### src/rtl/tessia_ctrl_pkg.sv
// Shared encodings, control bundle and FSM states for the TessiaV1 control decoder.
package tessia_ctrl_pkg;

    localparam logic [1:0] OP_DP  = 2'b00;
    localparam logic [1:0] OP_MEM = 2'b01;
    localparam logic [1:0] OP_BR  = 2'b10;
    localparam logic [1:0] OP_NOP = 2'b11;

    localparam logic [3:0] CMD_MUL = 4'b0000;
    localparam logic [3:0] CMD_DIV = 4'b0001;
    localparam logic [3:0] CMD_SUB = 4'b0010;
    localparam logic [3:0] CMD_MOD = 4'b0011;
    localparam logic [3:0] CMD_ADD = 4'b0100;
    localparam logic [3:0] CMD_CMP = 4'b1010;
    localparam logic [3:0] CMD_ORR = 4'b1100;
    localparam logic [3:0] CMD_MOV = 4'b1101;

    localparam logic [3:0] ALU_ADD = 4'b0000;
    localparam logic [3:0] ALU_SUB = 4'b0001;
    localparam logic [3:0] ALU_MUL = 4'b0010;
    localparam logic [3:0] ALU_ORR = 4'b0011;
    localparam logic [3:0] ALU_MOD = 4'b0100;
    localparam logic [3:0] ALU_MOV = 4'b0110;
    localparam logic [3:0] ALU_DIV = 4'b1000;

    typedef struct packed {
        logic [1:0] reg_src;
        logic [1:0] imm_src;
        logic       alu_src;
        logic       mem_to_reg;
        logic       reg_w;
        logic       mem_w;
        logic       branch;
        logic       alu_op;
    } ctrl_bundle_t;

    typedef enum logic [1:0] {
        ST_IDLE,
        ST_ISSUE,
        ST_WAIT,
        ST_WB
    } mc_state_t;

    function automatic logic is_mc_alu(input logic [3:0] alu_control);
        return (alu_control == ALU_MUL) || (alu_control == ALU_DIV) || (alu_control == ALU_MOD);
    endfunction

endpackage

### src/rtl/decode_comb.sv
// Pure combinational main + ALU decode; reg_w in the bundle is already gated
// by compare-only and undefined-command conditions.
module decode_comb
    import tessia_ctrl_pkg::*;
(
    input  logic [1:0]   op,
    input  logic [5:0]   funct,
    output ctrl_bundle_t ctrl,
    output logic [3:0]   alu_control,
    output logic [1:0]   flag_w,
    output logic         no_write
);

    ctrl_bundle_t main_ctrl;
    logic [3:0]   cmd;
    logic         undef_cmd;
    logic         arith;

    assign cmd = funct[4:1];

    always_comb begin
        main_ctrl = '0;
        case (op)
            OP_DP: begin
                main_ctrl.alu_src = funct[5];
                main_ctrl.reg_w   = 1'b1;
                main_ctrl.alu_op  = 1'b1;
            end
            OP_MEM: begin
                main_ctrl.imm_src = 2'b01;
                main_ctrl.alu_src = 1'b1;
                if (funct[0]) begin
                    main_ctrl.mem_to_reg = 1'b1;
                    main_ctrl.reg_w      = 1'b1;
                end else begin
                    main_ctrl.reg_src = 2'b10;
                    main_ctrl.mem_w   = 1'b1;
                end
            end
            OP_BR: begin
                main_ctrl.reg_src = 2'b01;
                main_ctrl.imm_src = 2'b10;
                main_ctrl.alu_src = 1'b1;
                main_ctrl.branch  = 1'b1;
            end
            default: ;
        endcase
    end

    always_comb begin
        alu_control = '0;
        flag_w      = '0;
        no_write    = 1'b0;
        undef_cmd   = 1'b0;
        arith       = 1'b0;
        if (op == OP_DP) begin
            case (cmd)
                CMD_ADD: begin alu_control = ALU_ADD; arith = 1'b1; end
                CMD_SUB: begin alu_control = ALU_SUB; arith = 1'b1; end
                CMD_CMP: begin alu_control = ALU_SUB; arith = 1'b1; no_write = 1'b1; end
                CMD_MUL: alu_control = ALU_MUL;
                CMD_ORR: alu_control = ALU_ORR;
                CMD_DIV: alu_control = ALU_DIV;
                CMD_MOD: alu_control = ALU_MOD;
                CMD_MOV: alu_control = ALU_MOV;
                default: undef_cmd = 1'b1;
            endcase
            flag_w = {funct[0], funct[0] & arith};
        end else if (op != OP_NOP) begin
            alu_control = funct[5] ? ALU_ADD : ALU_SUB;
        end
    end

    always_comb begin
        ctrl       = main_ctrl;
        ctrl.reg_w = main_ctrl.reg_w & ~no_write & ~undef_cmd;
    end

endmodule

### src/rtl/multicycle_decoder.sv
// TessiaV1 control decoder: single-cycle decode plus an IDLE/ISSUE/WAIT/WB
// handshake that stalls the front end while an external MUL/DIV/MOD unit runs.
module multicycle_decoder
    import tessia_ctrl_pkg::*;
#(
    parameter bit          MC_ENABLE  = 1'b1,
    parameter int unsigned MC_TIMEOUT = 64,
    parameter int unsigned CNT_W      = $clog2(MC_TIMEOUT + 1)
) (
    input  logic       clk,
    input  logic       reset,
    input  logic       InstrValid,
    input  logic [1:0] Op,
    input  logic [5:0] Funct,
    input  logic [3:0] Rd,
    input  logic       MCDone,
    output logic [1:0] FlagW,
    output logic       PCS,
    output logic       RegW,
    output logic       MemW,
    output logic       NoWrite,
    output logic       MemtoReg,
    output logic       ALUSrc,
    output logic [1:0] ImmSrc,
    output logic [1:0] RegSrc,
    output logic [3:0] ALUControl,
    output logic       MCStart,
    output logic       Stall,
    output logic       MCTimeout
);

    ctrl_bundle_t     dec;
    logic [3:0]       dec_alu;
    logic [1:0]       dec_flag_w;
    logic             dec_no_write;

    mc_state_t        state, state_next;
    logic [CNT_W-1:0] cnt;
    ctrl_bundle_t     lat_ctrl;
    logic [3:0]       lat_alu;
    logic [1:0]       lat_flag_w;
    logic             lat_no_write;
    logic [3:0]       lat_rd;

    logic             is_mc;
    logic             accept;
    logic             cnt_last;
    logic             timeout_hit;

    decode_comb u_decode (
        .op          (Op),
        .funct       (Funct),
        .ctrl        (dec),
        .alu_control (dec_alu),
        .flag_w      (dec_flag_w),
        .no_write    (dec_no_write)
    );

    assign is_mc       = MC_ENABLE && (Op == OP_DP) && is_mc_alu(dec_alu);
    assign accept      = (state == ST_IDLE) && InstrValid && is_mc;
    assign cnt_last    = (cnt == CNT_W'(MC_TIMEOUT - 1));
    assign timeout_hit = (state == ST_WAIT) && !MCDone && cnt_last;

    always_ff @(posedge clk) begin
        if (!reset) begin
            state        <= ST_IDLE;
            cnt          <= '0;
            lat_ctrl     <= '0;
            lat_alu      <= '0;
            lat_flag_w   <= '0;
            lat_no_write <= 1'b0;
            lat_rd       <= '0;
            MCTimeout    <= 1'b0;
        end else begin
            state <= state_next;
            case (state)
                ST_ISSUE: cnt <= '0;
                ST_WAIT:  cnt <= cnt + CNT_W'(1);
                default:  ;
            endcase
            if (accept) begin
                lat_ctrl     <= dec;
                lat_alu      <= dec_alu;
                lat_flag_w   <= dec_flag_w;
                lat_no_write <= dec_no_write;
                lat_rd       <= Rd;
            end
            if (timeout_hit) begin
                MCTimeout <= 1'b1;
            end
        end
    end

    always_comb begin
        state_next = state;
        RegSrc     = dec.reg_src;
        ImmSrc     = dec.imm_src;
        ALUSrc     = dec.alu_src;
        MemtoReg   = dec.mem_to_reg;
        ALUControl = dec_alu;
        NoWrite    = dec_no_write;
        RegW       = InstrValid & dec.reg_w;
        MemW       = InstrValid & dec.mem_w;
        FlagW      = InstrValid ? dec_flag_w : 2'b00;
        PCS        = InstrValid & (((Rd == 4'hF) & dec.reg_w) | dec.branch);
        MCStart    = 1'b0;
        Stall      = 1'b0;

        // Once an op is in flight every datapath control comes from the latch
        // so the front end can change Op/Funct freely while stalled.
        if (state != ST_IDLE) begin
            RegSrc     = lat_ctrl.reg_src;
            ImmSrc     = lat_ctrl.imm_src;
            ALUSrc     = lat_ctrl.alu_src;
            MemtoReg   = lat_ctrl.mem_to_reg;
            ALUControl = lat_alu;
            NoWrite    = lat_no_write;
            RegW       = 1'b0;
            MemW       = 1'b0;
            FlagW      = 2'b00;
            PCS        = 1'b0;
        end

        case (state)
            ST_IDLE: begin
                if (accept) begin
                    state_next = ST_ISSUE;
                    RegW       = 1'b0;
                    FlagW      = 2'b00;
                    PCS        = 1'b0;
                    Stall      = 1'b1;
                end
            end
            ST_ISSUE: begin
                MCStart    = 1'b1;
                Stall      = 1'b1;
                state_next = ST_WAIT;
            end
            ST_WAIT: begin
                Stall = 1'b1;
                if (MCDone) begin
                    state_next = ST_WB;
                end else if (cnt_last) begin
                    state_next = ST_IDLE;
                end
            end
            ST_WB: begin
                RegW       = lat_ctrl.reg_w & lat_ctrl.alu_op;
                FlagW      = lat_ctrl.alu_op ? lat_flag_w : 2'b00;
                MemW       = lat_ctrl.mem_w;
                PCS        = ((lat_rd == 4'hF) & RegW) | lat_ctrl.branch;
                state_next = ST_IDLE;
            end
            default: state_next = ST_IDLE;
        endcase

        if (!reset) begin
            RegW    = 1'b0;
            MemW    = 1'b0;
            PCS     = 1'b0;
            FlagW   = 2'b00;
            MCStart = 1'b0;
            Stall   = 1'b0;
        end
    end

endmodule
### config.mk
export PLATFORM = sky130hd
export DESIGN_NAME = multicycle_decoder
export DESIGN_NICKNAME = d
export VERILOG_FILES = /design/src/rtl/tessia_ctrl_pkg.sv /design/src/rtl/decode_comb.sv /design/src/rtl/multicycle_decoder.sv
export SDC_FILE = /design/constraint.sdc
export NUM_CORES = 1
export LEC_CHECK = 0
export ABC_AREA = 0
export ABC_CLOCK_PERIOD_IN_PS = 4900
export BUFFER_PORTS_ARGS = -buffer_cell sky130_fd_sc_hd__buf_4
export CELL_PAD_IN_SITES_DETAIL_PLACEMENT = 1
export CELL_PAD_IN_SITES_GLOBAL_PLACEMENT = 2
export CORE_AREA = 2 2 78 73
export DETAILED_ROUTE_END_ITERATION = 16
export DIE_AREA = 0 0 80 75
export PLACE_DENSITY = 0.88
export RECOVER_POWER = 100
export SYNTH_ARGS = -nofsm -noshare
export SYNTH_HDL_FRONTEND = slang
export SYNTH_SLANG_ARGS = --single-unit
### constraint.sdc
create_clock -name clk -period 4.9 [get_ports clk]
set_input_delay 0.245 -clock clk [delete_from_list [all_inputs] [get_ports clk]]
set_output_delay 0.245 -clock clk [all_outputs]
set_load 0.1 [all_outputs]
**Yosys cells after proc, flatten, opt, wreduce, memory -nomap -nowiden**

Index checks and enable logic that the tools add are counted.
Widths: inputs -> output; s select.

- $add $sub $neg: 1
- Eq/ne operators: 21
- Multiplexer cells: 54
- Bitwise operators: 13
- Reductions and logical operators: 19

Operator list:

| kind | number |
|---|---|
| $mux 1 | 28 |
| $mux 2 | 13 |
| $eq 4x4->1 const B | 6 |
| $pmux 4 s6 | 1 |
| $pmux 7 s2 | 1 |
| $eq 4x2->1 const B | 3 |
| $mux 4 | 3 |
| $pmux 1 s2 | 5 |
| $and 1x1->1 | 9 |
| $eq 4x3->1 const B | 2 |
| $pmux 2 s4 | 1 |
| $pmux 4 s2 | 1 |
| $reduce_or 8->1 | 1 |
| $add 7x1->7 const B | 1 |
| $eq 7x6->1 const B | 1 |
| $eq 2x2->1 const B | 3 |
| $reduce_or 2->1 | 3 |
| $logic_and 1x1->1 | 5 |
| $eq 2x1->1 const B | 2 |
| $eq 4x1->1 const B | 1 |
| $logic_not 2->1 | 2 |
| $logic_not 4->1 | 1 |
| $ne 2x2->1 const B | 2 |
| $pmux 2 s2 | 1 |
| 8 further kinds | 12 |

- Bits in registers: 31
- Input port bits: 16
- Output and inout bits: 19
- Logic and storage cells: 123

**Longest topological paths before layout**

- Word-level depth: 13
- Mapped depth: 9
- Depth with buffers taken out: 6

**Cells and area by module**

From an unflattened synthesis, not the netlist that was laid out.

- Cell total of the unflattened synthesis: 204
- Area total of the unflattened synthesis: 1890.6 um^2

By module, submodules not included:

| module | instances | cells each | area an instance (um^2) |
|---|---|---|---|
| multicycle_decoder | 1 | 165 | 1615.3 |
| decode_comb | 1 | 39 | 275.3 |

**Worst setup path before layout**

Ideal clock, no wire load.

- Kind: flip-flop to output port
- Start point: register state[0]
- End point: output PCS
- Arrival time: 3.545 ns
- Required time: 4.655 ns
- Path slack: 1.110 ns
- Cell stages (with the launch flop): 6
- Path buffers: 1
- Cell sequence: dfxtp_1 -> inv_1 -> ha_1 -> clkbuf_1 -> o311ai_0 -> o32ai_1

- Longest elaborated chain between the ends: 6
- Elaborated cells on any way between the ends: 9
- Those cells by class: eq/ne: 1; mux: 4; reduce/logical: 4

RTL lines:

| item | line | RTL |
|---|---|---|
| from (decl) | multicycle_decoder.sv:37 | `mc_state_t state, state_next;` |
| from (signal assigned) | multicycle_decoder.sv:75 | `state <= state_next;` |
| $logic_not 2->1 | multicycle_decoder.sv:60, multicycle_decoder.sv:124 |  |
| $logic_and 1x1->1 (2 in series) | multicycle_decoder.sv:60 | `assign accept = (state == ST_IDLE) && InstrValid && is_mc;` |
| $mux 1 | multicycle_decoder.sv:126 | `if (accept) begin` |
| $pmux 1 s2 * | multicycle_decoder.sv:124 | `case (state)` |
| $mux 1 * | multicycle_decoder.sv:157 | `if (!reset) begin` |
| to (decl) | multicycle_decoder.sv:18 | `output logic PCS,` |

Every way passes the cells marked *; elsewhere a longest branch is shown, timed or not.

**Worst setup path in the final report**

- Start point: register state[1]
- End point: output Stall

- Longest elaborated chain between the ends: 6
- Elaborated cells on any way between the ends: 9
- Those cells by class: eq/ne: 2; mux: 3; reduce/logical: 4

RTL lines:

| item | line | RTL |
|---|---|---|
| $logic_not 2->1 | multicycle_decoder.sv:60, multicycle_decoder.sv:124 |  |
| $logic_and 1x1->1 (2 in series) | multicycle_decoder.sv:60 |  |
| $mux 1 | multicycle_decoder.sv:126 |  |
| $pmux 1 s2 * | multicycle_decoder.sv:124 |  |
| $mux 1 * | multicycle_decoder.sv:157 |  |
| to (decl) | multicycle_decoder.sv:28 | `output logic Stall,` |

Marks and branches as above.

==> out/results.txt <==
The run finished, with violations left. The final reports fail on max-capacitance violations, max-slew violations. After the first detailed-routing iteration, the DRC count stood at 28. The die span in x was 80 microns. The period utilization came out at 75.9%. After clock tree synthesis, the flow added hold-fix buffers numbering 0.

Counting flops and latches in the post-synthesis netlist gives 28. The iteration count of the initial detailed-routing pass was 4; the number of antenna violations at the first check in global routing was 0. The worst setup path is launched from a flip-flop. For this run, the register share of the synthesized area comes to 33.9%. In the post-synthesis netlist, the biggest area contributors are sky130_fd_sc_hd__dfxtp_1 (34%), sky130_fd_sc_hd__ha_1 (8.3%), sky130_fd_sc_hd__a21oi_1 (7.3%). The repair_antennas step left the layout with diodes totalling 0.

During placement, the flow inserted port buffers numbering 34. At the pin with the least slew margin, the transition time is 1770 ps. The final critical delay including setup and external delays was 3720 ps; the count of placed standard cells in the final layout, fillers left out was 300. 35 I/O pins were placed. The predominant post-synthesis flop cell is sky130_fd_sc_hd__dfxtp_1. The tree is rooted in a sky130_fd_sc_hd__clkbuf_8. The wire length of the first global-routing pass was 7.07 mm; the detailed-route vias per instance was 4.92. The run gives 235 as the number of nets produced by synthesis. The detailed router placed 1476 vias in this run. STA puts the critical path data required time at 4660 ps.

Synthesis produced 208 cells. The critical path start-end classification is reg -> out. The routed wire length was 4.31 mm. Among all cell types in the netlist, the one instantiated most often is sky130_fd_sc_hd__nand2_1. The tools report the post-route clock skew as 7.79 ps. The clock sink total is 28. Global routing used 15.0% of the available tracks. The highest clock frequency the design can meet came out at 269 MHz.

The initial utilization of the core area, before any placement, comes to 32.2%. The run gives 0.606 mW as the power after layout. Setup violations remaining at the end of the flow were counted as 0. TritonCTS built the clock tree. The worst-case headroom to the max-slew limit is -19.1%. The latest clock arrival within the worst-skew pair was 280 ps; the area share of the leading cell type in the synthesized netlist was 33.9%. Dividing the detail-routed wire length by the instance count gives 14.4 microns.

The remaining antenna violation count is 0, and the remaining design rule violation count is 0. Along the worst path, the maximum fanout reaches 16. The remaining global-route overflow came out at 0.

The logs give 0 for the number of hold violations in the final report and 3.21 mm for the post-DP HPWL. The tightest min-delay check is of the in -> reg type. The total core area was 5130 sq um; the number of nets in the finished design was 261.

The worst setup path is captured at an output port. H-tree depth: 1. The multi-input combinational cells in the finished layout cover a total of 977 sq um.

The relative area change from synthesis to final layout works out to 15.2%. The slowest library cell on the worst path is sky130_fd_sc_hd__clkbuf_1. Counting along the longest clock path gives a buffer depth of 2. The tools report the max-slew violation count as 16. Traced cell by cell, the critical path runs through inv_1 -> ha_1 -> nand2_1 -> or3_1 -> a211oi_2 -> clkbuf_1. The number of gates resized after CTS was 0. Setup repair after global routing left no endpoint under its margin. Of all cell types, the one taking the most synthesized area is sky130_fd_sc_hd__dfxtp_1.

For this run, the slowest stage of the critical path takes 890 ps. TritonCTS created 3 clock buffers. Buffers added to address setup during post-CTS repair amount to 0.

The combined flip-flop and latch cell area was 561 sq um; the number of library cell types mapped by synthesis was 41. In this run the power density over the cells is 318 nW/um^2. The finished cells cover 1910 sq um. Of all flip-flops after synthesis, the portion carrying an async set or reset was 0%. In this run the vertical extent of the chip is 75 microns. The synthesized design contains 0 enable-type register cells.

Dividing the synthesized area by the synthesized cell count gives 7.95 sq um. The placed standard-cell area came out at 1920 sq um. The logs give 1509 for the via count of the first global-routing pass and 6000 sq um for the die footprint. In this run, placement finished with an instance count of 296. Once layout is complete, the utilization of the core stands at 37.1%. Entering global routing, the biggest net connects 25 pins. In the synthesized netlist, the cells that appear most often are sky130_fd_sc_hd__nand2_1 (32), sky130_fd_sc_hd__dfxtp_1 (28), sky130_fd_sc_hd__a21oi_1 (24).

The number of maximum-capacitance violations came out at 1. For the synthesized cell area, the log shows 1650 sq um. The accumulated negative setup slack is 0 ps, and the maximum VDD drop is 0.000147 V. Cells with a size suffix above 1 make up 12.0% of the layout.

During synthesis, Yosys emitted a total of 0 warnings. The count of fill cells added during filler insertion was 655. The arrival time at the worst endpoint is 3470 ps, and the setup slack on the worst flop-to-flop path is 1640 ps. Summed over all cells, the static leakage comes to 0.717 nW. The logs give 25 for the number of rows created at floorplan and 0.743 for the routability-driven placement congestion ratio. After clock tree synthesis, the clock-pin slew on the worst setup and hold paths is 100 ps.
[critical path: cells and delay by family, from the launching register on]
kind	cells	cell delay [ps]
adder cells (fa/ha/maj)	1	560
flip-flops	1	350
AND/OR/NAND/NOR	2	970
AO/OA/AOI/OAI	1	290
buffers and inverters	2	1010
[metal layers]
layer / vias up / routed length, microns / GRT usage [%]
li1: 761 / - / -
met1: 691 / 2130 / 20.0
met2: 19 / 2000 / 25.5
met3: 5 / 144 / 2.52
met4: 0 / 45 / 3.95
met5: - / 0 / 0
[sequential cells by signal (all words and copies together) (netlist names)]
signal and count:
MCTimeout 1, cnt 7, lat_alu 4, lat_ctrl 7, lat_flag_w 2, lat_no_write 1
lat_rd 4, state 2
[layout make-up]
| class | instances | area share, % |
|---|---|---|
| flip-flops and latches | 28 | 29.4 |
| clock buffers | 4 | 2.89 |
| multi-input cells | 156 | 51.3 |
| inverters | 11 | 2.17 |
| repair buffers | 34 | 9.85 |
| well taps | 67 | 4.40 |
[cell usage in the layout, fill, tap and decap left out, types with 5 or more instances in the layout]
master and count:
sky130_fd_sc_hd__ha_1 11, sky130_fd_sc_hd__xor2_1 5, sky130_fd_sc_hd__dfxtp_1 28, sky130_fd_sc_hd__buf_4 16, sky130_fd_sc_hd__clkbuf_1 18, sky130_fd_sc_hd__a21oi_1 24, sky130_fd_sc_hd__nor2_1 18, sky130_fd_sc_hd__inv_1 11
sky130_fd_sc_hd__nor2b_1 5, sky130_fd_sc_hd__mux2_2 5, sky130_fd_sc_hd__nand2_1 32, sky130_fd_sc_hd__nand3_1 7
[worst paths after layout]
| path | start | to | cells past startpoint |
|---|---|---|---|
| setup / recovery | state[1] | Stall | 6 |
| hold / removal | Rd[3] | lat_rd[3] | 3 |
| setup reg to reg | state[1] | lat_flag_w[1] | 6 |
| hold reg to reg | lat_no_write | lat_no_write | 2 |
[per-stage QoR]
stage               setup slack (ps)  hold WS [ps]
floorplan                       1110           381
global placement                2080           432
detailed placement              1990           434
CTS                             1690           225
global route                     888           218
finish                          1180           223
[logic make-up (layout without fill, tap and decap cells)]
kind of cell | after synthesis | in the layout | synth area share (%)
xor gates and xnor gates | 6 | 6 | 3.18
muxes | 8 | 8 | 5.29
and+or+nand+nor | 88 | 88 | 26.3
DFF | 28 | 28 | 33.9
AOI/OAI and AO/OA | 43 | 43 | 16.3
adders and majority gates | 11 | 11 | 8.32
buffers and inverters | 24 | 49 | 6.73
[power by group]
part / total, mW / switching [mW] / internal (mW)
combinational: 0.216 / 0.164 / 0.0518
clock: 0.146 / 0.0739 / 0.0720
sequential: 0.244 / 0.00827 / 0.235
Note: power is estimated with default switching activity, not from simulation.
